`src/rtl/next_pc_unit.sv`:
```
// PC sequencer: owns the fetch PC, picks JR/J/branch redirects, and sign-extends the I-type immediate.
// Build option NEXT_PC_UNIT_DELAY_SLOT_EN adds a one-instruction branch delay slot (pend + latched target).
//   pend | meaning
//   0    | normal fetch, redirects may be accepted
//   1    | current pc is a delay slot, pending target applies on the next unstalled edge
module next_pc_unit #(
    parameter int                ADDR_W   = 32,
    parameter int                IMM_W    = 16,
    parameter int                JIDX_W   = 26,
    parameter logic [ADDR_W-1:0] RESET_PC = '0
) (
    input  logic              clk,
    input  logic              rst,
    input  logic              stall,
    input  logic [IMM_W-1:0]  imm,
    input  logic [JIDX_W-1:0] jidx,
    input  logic              br_req,
    input  logic              br_taken,
    input  logic              j_req,
    input  logic              jr_req,
    input  logic [ADDR_W-1:0] jr_addr,
    output logic [ADDR_W-1:0] pc,
    output logic [ADDR_W-1:0] pc_plus4,
    output logic [ADDR_W-1:0] imm_ext,
    output logic [ADDR_W-1:0] br_target,
    output logic              pend,
    output logic              addr_err
);

    logic [ADDR_W-1:0] j_target;
    logic [ADDR_W-1:0] jr_target;
    logic [ADDR_W-1:0] redir_target;
    logic              redir_req;
    logic              redir_acc;
    logic              err_nxt;

    assign pc_plus4  = pc + ADDR_W'(4);
    assign imm_ext   = ADDR_W'($signed(imm));
    assign br_target = pc_plus4 + (imm_ext << 2);
    assign j_target  = {pc_plus4[ADDR_W-1:JIDX_W+2], jidx, 2'b00};
    assign jr_target = {jr_addr[ADDR_W-1:2], 2'b00};

    always_comb begin
        redir_target = pc_plus4;
        redir_req    = 1'b0;
        if (jr_req) begin
            redir_target = jr_target;
            redir_req    = 1'b1;
        end else if (j_req) begin
            redir_target = j_target;
            redir_req    = 1'b1;
        end else if (br_req && br_taken) begin
            redir_target = br_target;
            redir_req    = 1'b1;
        end
    end

    // A redirect seen while in a delay slot is dropped, including its alignment error.
    assign redir_acc = redir_req && !stall && !pend;
    assign err_nxt   = redir_acc && jr_req && (jr_addr[1:0] != 2'b00);

    always_ff @(posedge clk or posedge rst) begin
        if (rst) begin
            addr_err <= 1'b0;
        end else begin
            addr_err <= err_nxt;
        end
    end

`ifdef NEXT_PC_UNIT_DELAY_SLOT_EN
    logic [ADDR_W-1:0] pend_target;
    logic [ADDR_W-1:0] pc_nxt;
    logic [ADDR_W-1:0] pend_target_nxt;
    logic              pend_nxt;

    always_comb begin
        pc_nxt          = pc;
        pend_nxt        = pend;
        pend_target_nxt = pend_target;
        if (!stall) begin
            if (pend) begin
                pc_nxt   = pend_target;
                pend_nxt = 1'b0;
            end else if (redir_acc) begin
                pc_nxt          = pc_plus4;
                pend_nxt        = 1'b1;
                pend_target_nxt = redir_target;
            end else begin
                pc_nxt = pc_plus4;
            end
        end
    end

    always_ff @(posedge clk or posedge rst) begin
        if (rst) begin
            pc          <= RESET_PC;
            pend        <= 1'b0;
            pend_target <= '0;
        end else begin
            pc          <= pc_nxt;
            pend        <= pend_nxt;
            pend_target <= pend_target_nxt;
        end
    end
`else
    assign pend = 1'b0;

    always_ff @(posedge clk or posedge rst) begin
        if (rst) begin
            pc <= RESET_PC;
        end else if (!stall) begin
            pc <= redir_acc ? redir_target : pc_plus4;
        end
    end
`endif

endmodule

```
`config.mk`:
```
export PLATFORM = sky130hd
export DESIGN_NAME = next_pc_unit
export DESIGN_NICKNAME = d
export VERILOG_FILES = /design/src/rtl/next_pc_unit.sv
export SDC_FILE = /design/constraint.sdc
export NUM_CORES = 1
export LEC_CHECK = 0
export CORE_ASPECT_RATIO = 0.5
export CORE_MARGIN = 2
export CORE_UTILIZATION = 39
export DETAILED_ROUTE_END_ITERATION = 7
export PLACE_DENSITY = 0.84
export SLEW_MARGIN = 20
export SYNTH_ARGS = -nofsm -noshare
export SYNTH_HDL_FRONTEND = slang
export SYNTH_SLANG_ARGS = --single-unit
```
`constraint.sdc`:
```
create_clock -name clk -period 3.9 [get_ports clk]
set_input_delay 0.78 -clock clk [delete_from_list [all_inputs] [get_ports clk]]
set_output_delay 0.78 -clock clk [all_outputs]
set_load 0.05 [all_outputs]
```
# Word level (Yosys, flattened, before mapping)
# Cells that the tools add are included.
# totals
mem_bits_rw	0
rom_bits	0
memories	0
out_inout_bits	130
ff_bits	33
elab_cells	17
in_bits	81
latch_bits	0
# classes
add_sub_neg	2
eq_ne	0
reduce_logical	6
muxes	7
order_cmp	0
n_mul	0
bitwise	0
shift	0
div_mod_pow	0
# ops
op	count
$mux W32	4
$add A32 B3 Y32 const B	1
$add A32 B32 Y32	1
$logic_and A1 B1 Y1	4
$mux W1	3
$reduce_bool A2 Y1	1
$logic_not A1 Y1	1

# Logic depth before layout (Yosys ltp)
# Gate-level depths: netlist (run 1).
# logic_depth
depth_word	7
depth_mapped	17
ltp_nobuf	14

# Worst setup path after synthesis (run 1)
# No wires, ideal clock.
# synth_timing
kind	reg2out
from	register pc[4]
to	output br_target[31]
required_time_ps	3120
slack_ps	-2064
path_buffers	2
stages_incl_launch_ff	17
arrival_ps	5184
cell_sequence	dfrtp_1 -> buf_2 -> and4_1 -> and3_1 -> and4_1 -> clkbuf_1 -> nand3_1 -> xnor2_1 -> ha_1 -> a21o_1 -> a21o_1 -> a21o_1 -> a211oi_1 -> o21bai_1 -> a21oi_1 -> o21ai_0 -> xnor2_1
# synth_between
elab_chain_len	2
# synth_lines
item	line_no	text
start: declaration	22	output logic [ADDR_W-1:0] pc,
start signal: assignment	112	pc <= redir_acc ? redir_target : pc_plus4;
$add A32 B3 Y32	37	assign pc_plus4 = pc + ADDR_W'(4);
net pc_plus4[24]	23	output logic [ADDR_W-1:0] pc_plus4,
$add A32 B32 Y32	39	assign br_target = pc_plus4 + (imm_ext << 2);
end: declaration	25	output logic [ADDR_W-1:0] br_target,
# The timed path passes the listed nets, and every way through them passes these cells.

# Worst setup path in the final report (run 1)
# layout_timing
from	register pc[6]
to	output br_target[31]
# layout_between
elab_chain_len	2
# layout_lines
item	line_no
$add A32 B3 Y32	37
$add A32 B32 Y32	39
# Every way passes these cells.

==> results.md, run 1 <==
* Outcome: complete, but fails checks
* Failing checks: setup timing
* Core Region at roughly 0.012 mm²
* FF+latch count, synth at 31
* Worst-path cell chain: nand4_1, nor3b_2, buf_4, buf_6, nand2_2, xnor2_4, ha_4, buf_4, a21oi_2, o211ai_1, o211ai_1, o2111ai_2, nand3_2, o21ai_4, xnor2_4, buf_12
* Worst vdd ir at 394 µV
* Die area at around 0.013 mm²
* Worst r2r path cells at 22
* PwrDens at 473 mW/mm²
* Leakage at 4.46 nW
* Worst setup margin at -627 ps
* Largest net degree at the start of global routing at 45
* Placement Rows at 28
* CP max-delay cell: dfrtp_2
* Count leader, synth: nand2_1
* NetSw at approximately 2.5 mW
* Fmax at approximately 0.22 GHz
* Clk_lat worst skew at between 200 and 300 ps
* # H-tree levels at 2
* Share of layout cells above drive strength 1 at 48.5%
* Initial Util at 39.6%
* Worst Hold Depth at 3
* Hold Violations, Final at 0
* Synth area leaders: dfrtp_1, ha_1, xnor2_1
* Die width at 158 µm
* Area grow syn2layout at 129%
* Buffers on Ports at 203
* RSZ-0062 raised after global routing: yes
* Worst hold path type: reg2reg
* Vias per inst at 6.55
* Crit path capture type: output pin
* CP Max Fanout at 4
* Clock buffer depth at 2
* Synth cell types at 63
* Vert. Die Dim at 80.9 µm
* Placed wire-length estimate at 18300 µm
* Total power at approximately 5 mW
* Number of global-route vias before repair at 6945
* WL met3 at about 3800 µm
* Synthesis warning total at 0
* Fin crit period at 4530 ps
* Global Route Usage Sum at between 30% and 40%
* Slew HR at between 50% and 60%
* Most common library cells after synthesis: nand2_1, nor2_1, a21oi_1
* Pint at 2.49 mW
* Final ANT Viol Nets at 0
* Fin Hold WS at around 640 ps
* Comb pwr share at a little over 80%
* Cell Area, Synth at 0.00461 mm²
* Leading area contributor after synthesis: dfrtp_1
* Drt pass-1 iters at 8
* Sw frac at 50.2%
* Clock power frac at 8.6%
* Critical path arrival at between 3000 and 4000 ps
* GRT Residual Overflow at 0
* Yosys top cell area share at 16.8%
* Global-route wire length before repair at 38500 µm
* Met1 WL at 10600 µm
* Syn_area_per_cell at 7.48 µm²
* Clock-pin slew on the worst setup and hold paths at around 60 ps
* Cells after synthesis at between 600 and 700
* DRC at 0
* CP max stage delay at between 300 and 400 ps
* Top Ports at ~210
* Final setup viols at 25
* Clock Tree Root: clkbuf_16
* Critical Path Source Type: flip-flop
* Tcrit/Tclk final at 116%
* Sequential share of power at under 10%
* WL final at 30200 µm
* Slew at the pin with the worst max-slew slack at 647 ps
* WL/cell at between 20 and 30 µm
* Main synth FF type: dfrtp_1
* Initial antenna violation count at 0
* Sinks on Clock Net at 31
* Worst path required time at 3120 ps
* Slew Viols, Final at 0
* Cts bufs inserted at 5
* Crit Path Class: reg2out
* TritonCTS clock tree: yes
* MaxCap Viol Count at 0
* Sequential fraction of the synthesis area at roughly 17%
* DR top layer: met4
* Ant diodes at 0
* Skew final at 17.8 ps
* Ys async rst share at 100%
* Routability congestion estimate at a little under 1
* Number of flops mapped to enable cells by yosys at 0
* DR iter-0 viols at 927
* Met2 WL post-DR at 13400 µm
* DR vias at 7626
* # nets final at between 1000 and 1500
## metrics by stage
step	util, %	std cells	setup TNS, ps	worst slack, ps	cell area [µm²]
2_1_floorplan	-	623	-6040	-599	5750
3_3_place_gp	79.6	1099	-4500	-433	9290
3_5_place_dp	79.6	1099	-5650	-493	9290
4_1_cts	86.3	1137	-4220	-413	10100
5_1_grt	90.6	1164	-8970	-711	10600
6_report	90.6	1164	-8770	-627	10600
## routing by layer
layer  track usage (%)  up-vias
met3              9.12      270
li1                  -     2998
met4              16.6        0
met5                 0        -
met2              66.8      801
met1              49.5     3557
## path summary, 6_finish.rpt
| check | startpoint | to | slack, ps |
|---|---|---|---|
| max in group asynchronous | rst | pc[25] | 2380 |
| min reg2reg | pc[3] | pc[3] | 640 |
| min | pc[3] | pc[3] | 640 |
| max reg2reg | pc[6] | pc[24] | -20 |
| min in group asynchronous | rst | pc[18] | 890 |
| max | pc[6] | br_target[31] | -630 |
## critical path: cells and delay by family (launching register included)
family	cells	cell delay, ps
buf+inv	4	630
fa+ha+maj	1	320
simple gates	4	760
flops	1	390
compound gates	5	1030
xor+xnor	2	320
## layout make-up
type                    instances  area, µm²
clock buffers                   7        143
clock inverters                 1       5.00
fillers                       441       1090
inverters                      14       52.6
multi-input cells             508       5020
flip-flops and latches         31        815
well taps                     165        206
repair buffers                438       4330
## power by group through the flow
stage | registers, mW | clock network (mW) | logic, mW
global route | 0.433 | 0.433 | 4.25
CTS | 0.421 | 0.408 | 3.78
finish | 0.430 | 0.429 | 4.14
global placement | 0.422 | 0 | 3.49
floorplan | 0.627 | 0 | 1.84
detailed placement | 0.425 | 0 | 3.53
## cells by family (layout without fill, tap and decap cells)
family          count (synthesis)  after routing  share of synthesized area, %
simple gates                  207            207                          21.9
compound gates                197            197                          29.3
buf+inv                        84            460                          10.1
xor+xnor                       55             55                          10.4
fa+ha+maj                      38             38                          10.5
flops                          31             31                          16.8
mux                             4              4                         0.895
other cells                     1              7                        0.0813
## sequential cells by signal, summed over array words and instances, names as in the netlist
signal	cells
addr_err	1
pc	30
## layout by cell type (no fill, tap or decap), types with 14 or more instances in the layout
| cell type | count |
|---|---|
| a21o_1 | 16 |
| a21oi_1 | 23 |
| buf_12 | 45 |
| buf_4 | 217 |
| ha_4 | 21 |
| nand2_1 | 49 |
| clkdlybuf4s50_1 | 147 |
| o21ai_0 | 30 |
| buf_6 | 22 |
| nor2_1 | 51 |
| dfrtp_2 | 16 |
| xnor2_4 | 24 |
| xor2_4 | 14 |
## what timing repair did
action | CTS | global route
endpoints found under the setup margin | 21 | 22
pin swaps | 62 | 64
hold endpoints to repair | 0 | 0
gates resized for setup | 86 | 50
hold buffers | 0 | 0
buffers inserted | 32 | 29
Power figures use the tool's default switching activity.
==> run 2: changes to the inputs <==
--- a/config.mk
+++ b/config.mk
@@ -8,6 +8,7 @@
 export CORE_ASPECT_RATIO = 0.5
 export CORE_MARGIN = 2
 export CORE_UTILIZATION = 39
+export CTS_CLUSTER_SIZE = 10
 export DETAILED_ROUTE_END_ITERATION = 7
 export PLACE_DENSITY = 0.84
 export SLEW_MARGIN = 20
==> results of run 2 <==
Same layout as run 1: the final DEF is identical, and so are final timing and power.
==> run 3: changes to the inputs <==
--- a/config.mk
+++ b/config.mk
@@ -5,12 +5,13 @@
 export SDC_FILE = /design/constraint.sdc
 export NUM_CORES = 1
 export LEC_CHECK = 0
+export ABC_AREA = 1
 export CORE_ASPECT_RATIO = 0.5
 export CORE_MARGIN = 2
 export CORE_UTILIZATION = 39
 export CTS_CLUSTER_SIZE = 10
 export DETAILED_ROUTE_END_ITERATION = 7
-export PLACE_DENSITY = 0.84
+export PLACE_DENSITY = 0.81
 export SLEW_MARGIN = 20
 export SYNTH_ARGS = -nofsm -noshare
 export SYNTH_HDL_FRONTEND = slang
==> results.md, run 3 <==
* Final ANT Viol Nets at 0
* Worst setup margin at -228 ps
* Clock Tree Root: clkbuf_16
* Largest net degree at the start of global routing at 36
* Largest registers: pc: 30 flops, addr_err: 1 flops
* Most used cell, CP: nor2_4
* Failing checks: setup timing
* Fin Setup TNS at -1380 ps
* Largest family of logic cells by synthesized area: simple AND/OR/NAND/NOR gates
* Worst-path cell chain: buf_6, clkinvlp_4, nor2_4, nand2_4, nor2_4, nand3_4, nor2_4, buf_12, xor2_4, ha_4, nand2_2, nor2_4, inv_2, nor3_4, nand4_1, nand3_1, nand2_1, and2_4, buf_12
* Core Region at 0.0134 mm²
* Top Ports at 211
* Number of flops mapped to enable cells by yosys at 0
* Critical Path Source Type: flip-flop
* Worst path required time at 3120 ps
* Placement Rows at 30
* Drt pass-1 iters at 5
* Clock-pin slew on the worst setup and hold paths at 50 ps
* Most common library cells after synthesis: nand2_1, inv_1, nor2_1
* RSZ-0062 raised after global routing: yes
* DRC at 0
* Slew at the pin with the worst max-slew slack at 613 ps
* Cts bufs inserted at 5
* Die width at roughly 170 µm
* Global Route Usage Sum at between 30% and 40%
* Commonest non-fill, non-tap cell in the layout: nand2_1
* Largest reg by FF count: pc
* Fraction of synthesized area in multiplexers at 0%
* Worst hold path type: reg2reg
* Initial Util at 39.5%
* Hold Violations, Final at 0
* Adder-Cell Fraction of Synth Area at 9.13%
* Crit Path Class: reg2out
* Commonest non-fill, non-tap cells in the layout: nand2_1, clkdlybuf4s50_1, buf_4, inv_1, nor2_1
* Crit path capture type: output pin
* Skew final at 5.01 ps
* TritonCTS clock tree: yes
* CP delay by family, top: simple AND/OR/NAND/NOR gates
* Largest register FFs at 30
* Count leader, synth: nand2_1
* Final setup viols at 11
* Clk_lat worst skew at 290 ps
* DR iter-0 viols at 666
* PwrDens at around 440 mW/mm²
* Outcome: complete, but fails checks
* Number of global-route vias before repair at between 6000 and 7000
* Ant diodes at 0
* Yosys top cell area share at between 10% and 20%
* CP Max Fanout at 5
* Fmax at 0.242 GHz
* Synth Area in Simple Gates at roughly two fifths
* GRT Residual Overflow at 0
* CP max stage delay at 450 ps
* Worst path buffer plus inverter count at 5
* # nets final at about 1300
* Post-route insts no fill at 1379
* Leading area contributor after synthesis: nand2_1
* Synth area leaders: nand2_1, dfrtp_1, ha_1
* Area occupied by multi-input gates at 0.00492 mm²
* Fin Hold WS at 594 ps
* Sinks on Clock Net at 31
* Share of layout cells above drive strength 1 at between 30% and 40%
* Fill count at 1005
* Clock buffer depth at 2
* Global-route wire length before repair at around 36000 µm
* Placed Instances at about 1300
* Worst vdd ir at 472 µV
* Leakage at 4.67 nW
* Vias per inst at about 5.4
* Area share of xor/xnor cells in the synthesized design at ~5.6%
* DR vias at 7400
* Placed wire-length estimate at 19100 µm
* FF+latch count, synth at 31
* Cell Area, Synth at 0.00529 mm²
* Synthesis warning total at 0
* Die area at about 0.015 mm²
* Syn_area_per_cell at 5.79 µm²
* Slew HR at 59.1%
* Cells after synthesis at 914
* Synth cell types at 46
* Tcrit/Tclk final at 106%
* Initial antenna violation count at 0
* Synth Area in Compound Gates at 14.7%
* Buffers on Ports at approximately 200
* MaxCap Viol Count at 0
* WL/cell at 18.5 µm
* Routability congestion estimate at 1.00
* Main synth FF type: dfrtp_1
* WL final at 25600 µm
* Slew Viols, Final at 0
* Area grow syn2layout at 90.7%
* FF+latch area at 793 µm²
* CP max-delay cell: dfrtp_2
* Sequential fraction of the synthesis area at approximately 15%
* Pre-CTS WS at -63.4 ps
* Vert. Die Dim at around 86 µm
* Ys async rst share at 100%
* Fin crit period at 4130 ps
* Critical path arrival at about 3400 ps
* # H-tree levels at 2
==> run 3: cell count changes after synthesis, moves of 9 or more <==
| cell | delta |
|---|---|
| xnor2_1 | -28 |
| nor2_1 | +43 |
| clkbuf_1 | -13 |
| a21o_1 | -16 |
| and3_1 | -9 |
| inv_1 | +109 |
| nand3_1 | +26 |
| nand2_1 | +212 |
| a21oi_1 | +19 |
==> run 3: repair_timing <==
item	4_1_cts	5_1_grt
setup endpoints to repair	16	22
gates cloned	0	0
pin swaps	32	82
hold buffers	0	0
resized for setup	83	158
buffers inserted	26	29
endpoints found under the hold margin	0	0
==> run 3: cells by family (layout without fill, tap and decap cells) <==
| kind of cell | count (synthesis) | after routing |
|---|---|---|
| AOI/OAI and AO/OA | 138 | 138 |
| xor gates and xnor gates | 34 | 34 |
| adders and majority gates | 38 | 38 |
| buffers and inverters | 184 | 467 |
| DFF | 31 | 31 |
| other | 1 | 7 |
| and+or+nand+nor | 488 | 488 |
==> run 3: stage by stage <==
stage	area [µm²]	util, %	power, mW
floorplan	5630	-	2.22
finish	10100	75.2	4.42
global route	10100	75.2	4.59
detailed placement	8530	63.7	3.50
CTS	9210	68.8	4.08
global placement	8530	63.7	3.48
==> run 3: final timing paths <==
| check | startpoint | end | slack (ps) | cells past startpoint |
|---|---|---|---|---|
| setup / recovery | pc[2] | br_target[25] | -230 | 19 |
| hold / removal | pc[19] | pc[19] | 590 | 2 |
| setup reg to reg | pc[2] | pc[24] | 30 | 28 |
| hold reg to reg | pc[19] | pc[19] | 590 | 2 |
| max in group asynchronous | rst | pc[12] | 2640 | 3 |
| min in group asynchronous | rst | pc[8] | 920 | 3 |
==> run 3: where the power goes <==
part | switching (mW) | leakage, nW | internal, mW | total (mW)
registers | 0.0694 | 0.357 | 0.371 | 0.441
logic | 2.10 | 4.24 | 1.46 | 3.57
clock network | 0.156 | 0.0739 | 0.253 | 0.409
==> run 3: final cells by class <==
cell class | instances | share of cell area (%)
clock inverters | 1 | 0.0496
repair buffers | 334 | 34.9
flip-flops and latches | 31 | 7.87
multi-input cells | 705 | 48.8
well taps | 176 | 2.18
inverters | 125 | 4.75
clock buffers | 7 | 1.41
==> run 3: tightest hold or removal path: cells and delay by family, from the launching register on <==
kind	cells	cell delay, ps
simple gates	2	130
flops	1	430
==> run 3: metal layers <==
layer	track usage, %	vias to the layer above	share of wire [%]
li1	-	3451	-
met1	44.5	3458	43
met2	51.5	425	45
met3	5.34	66	8.6
met4	11.2	0	3.5
met5	0	-	0
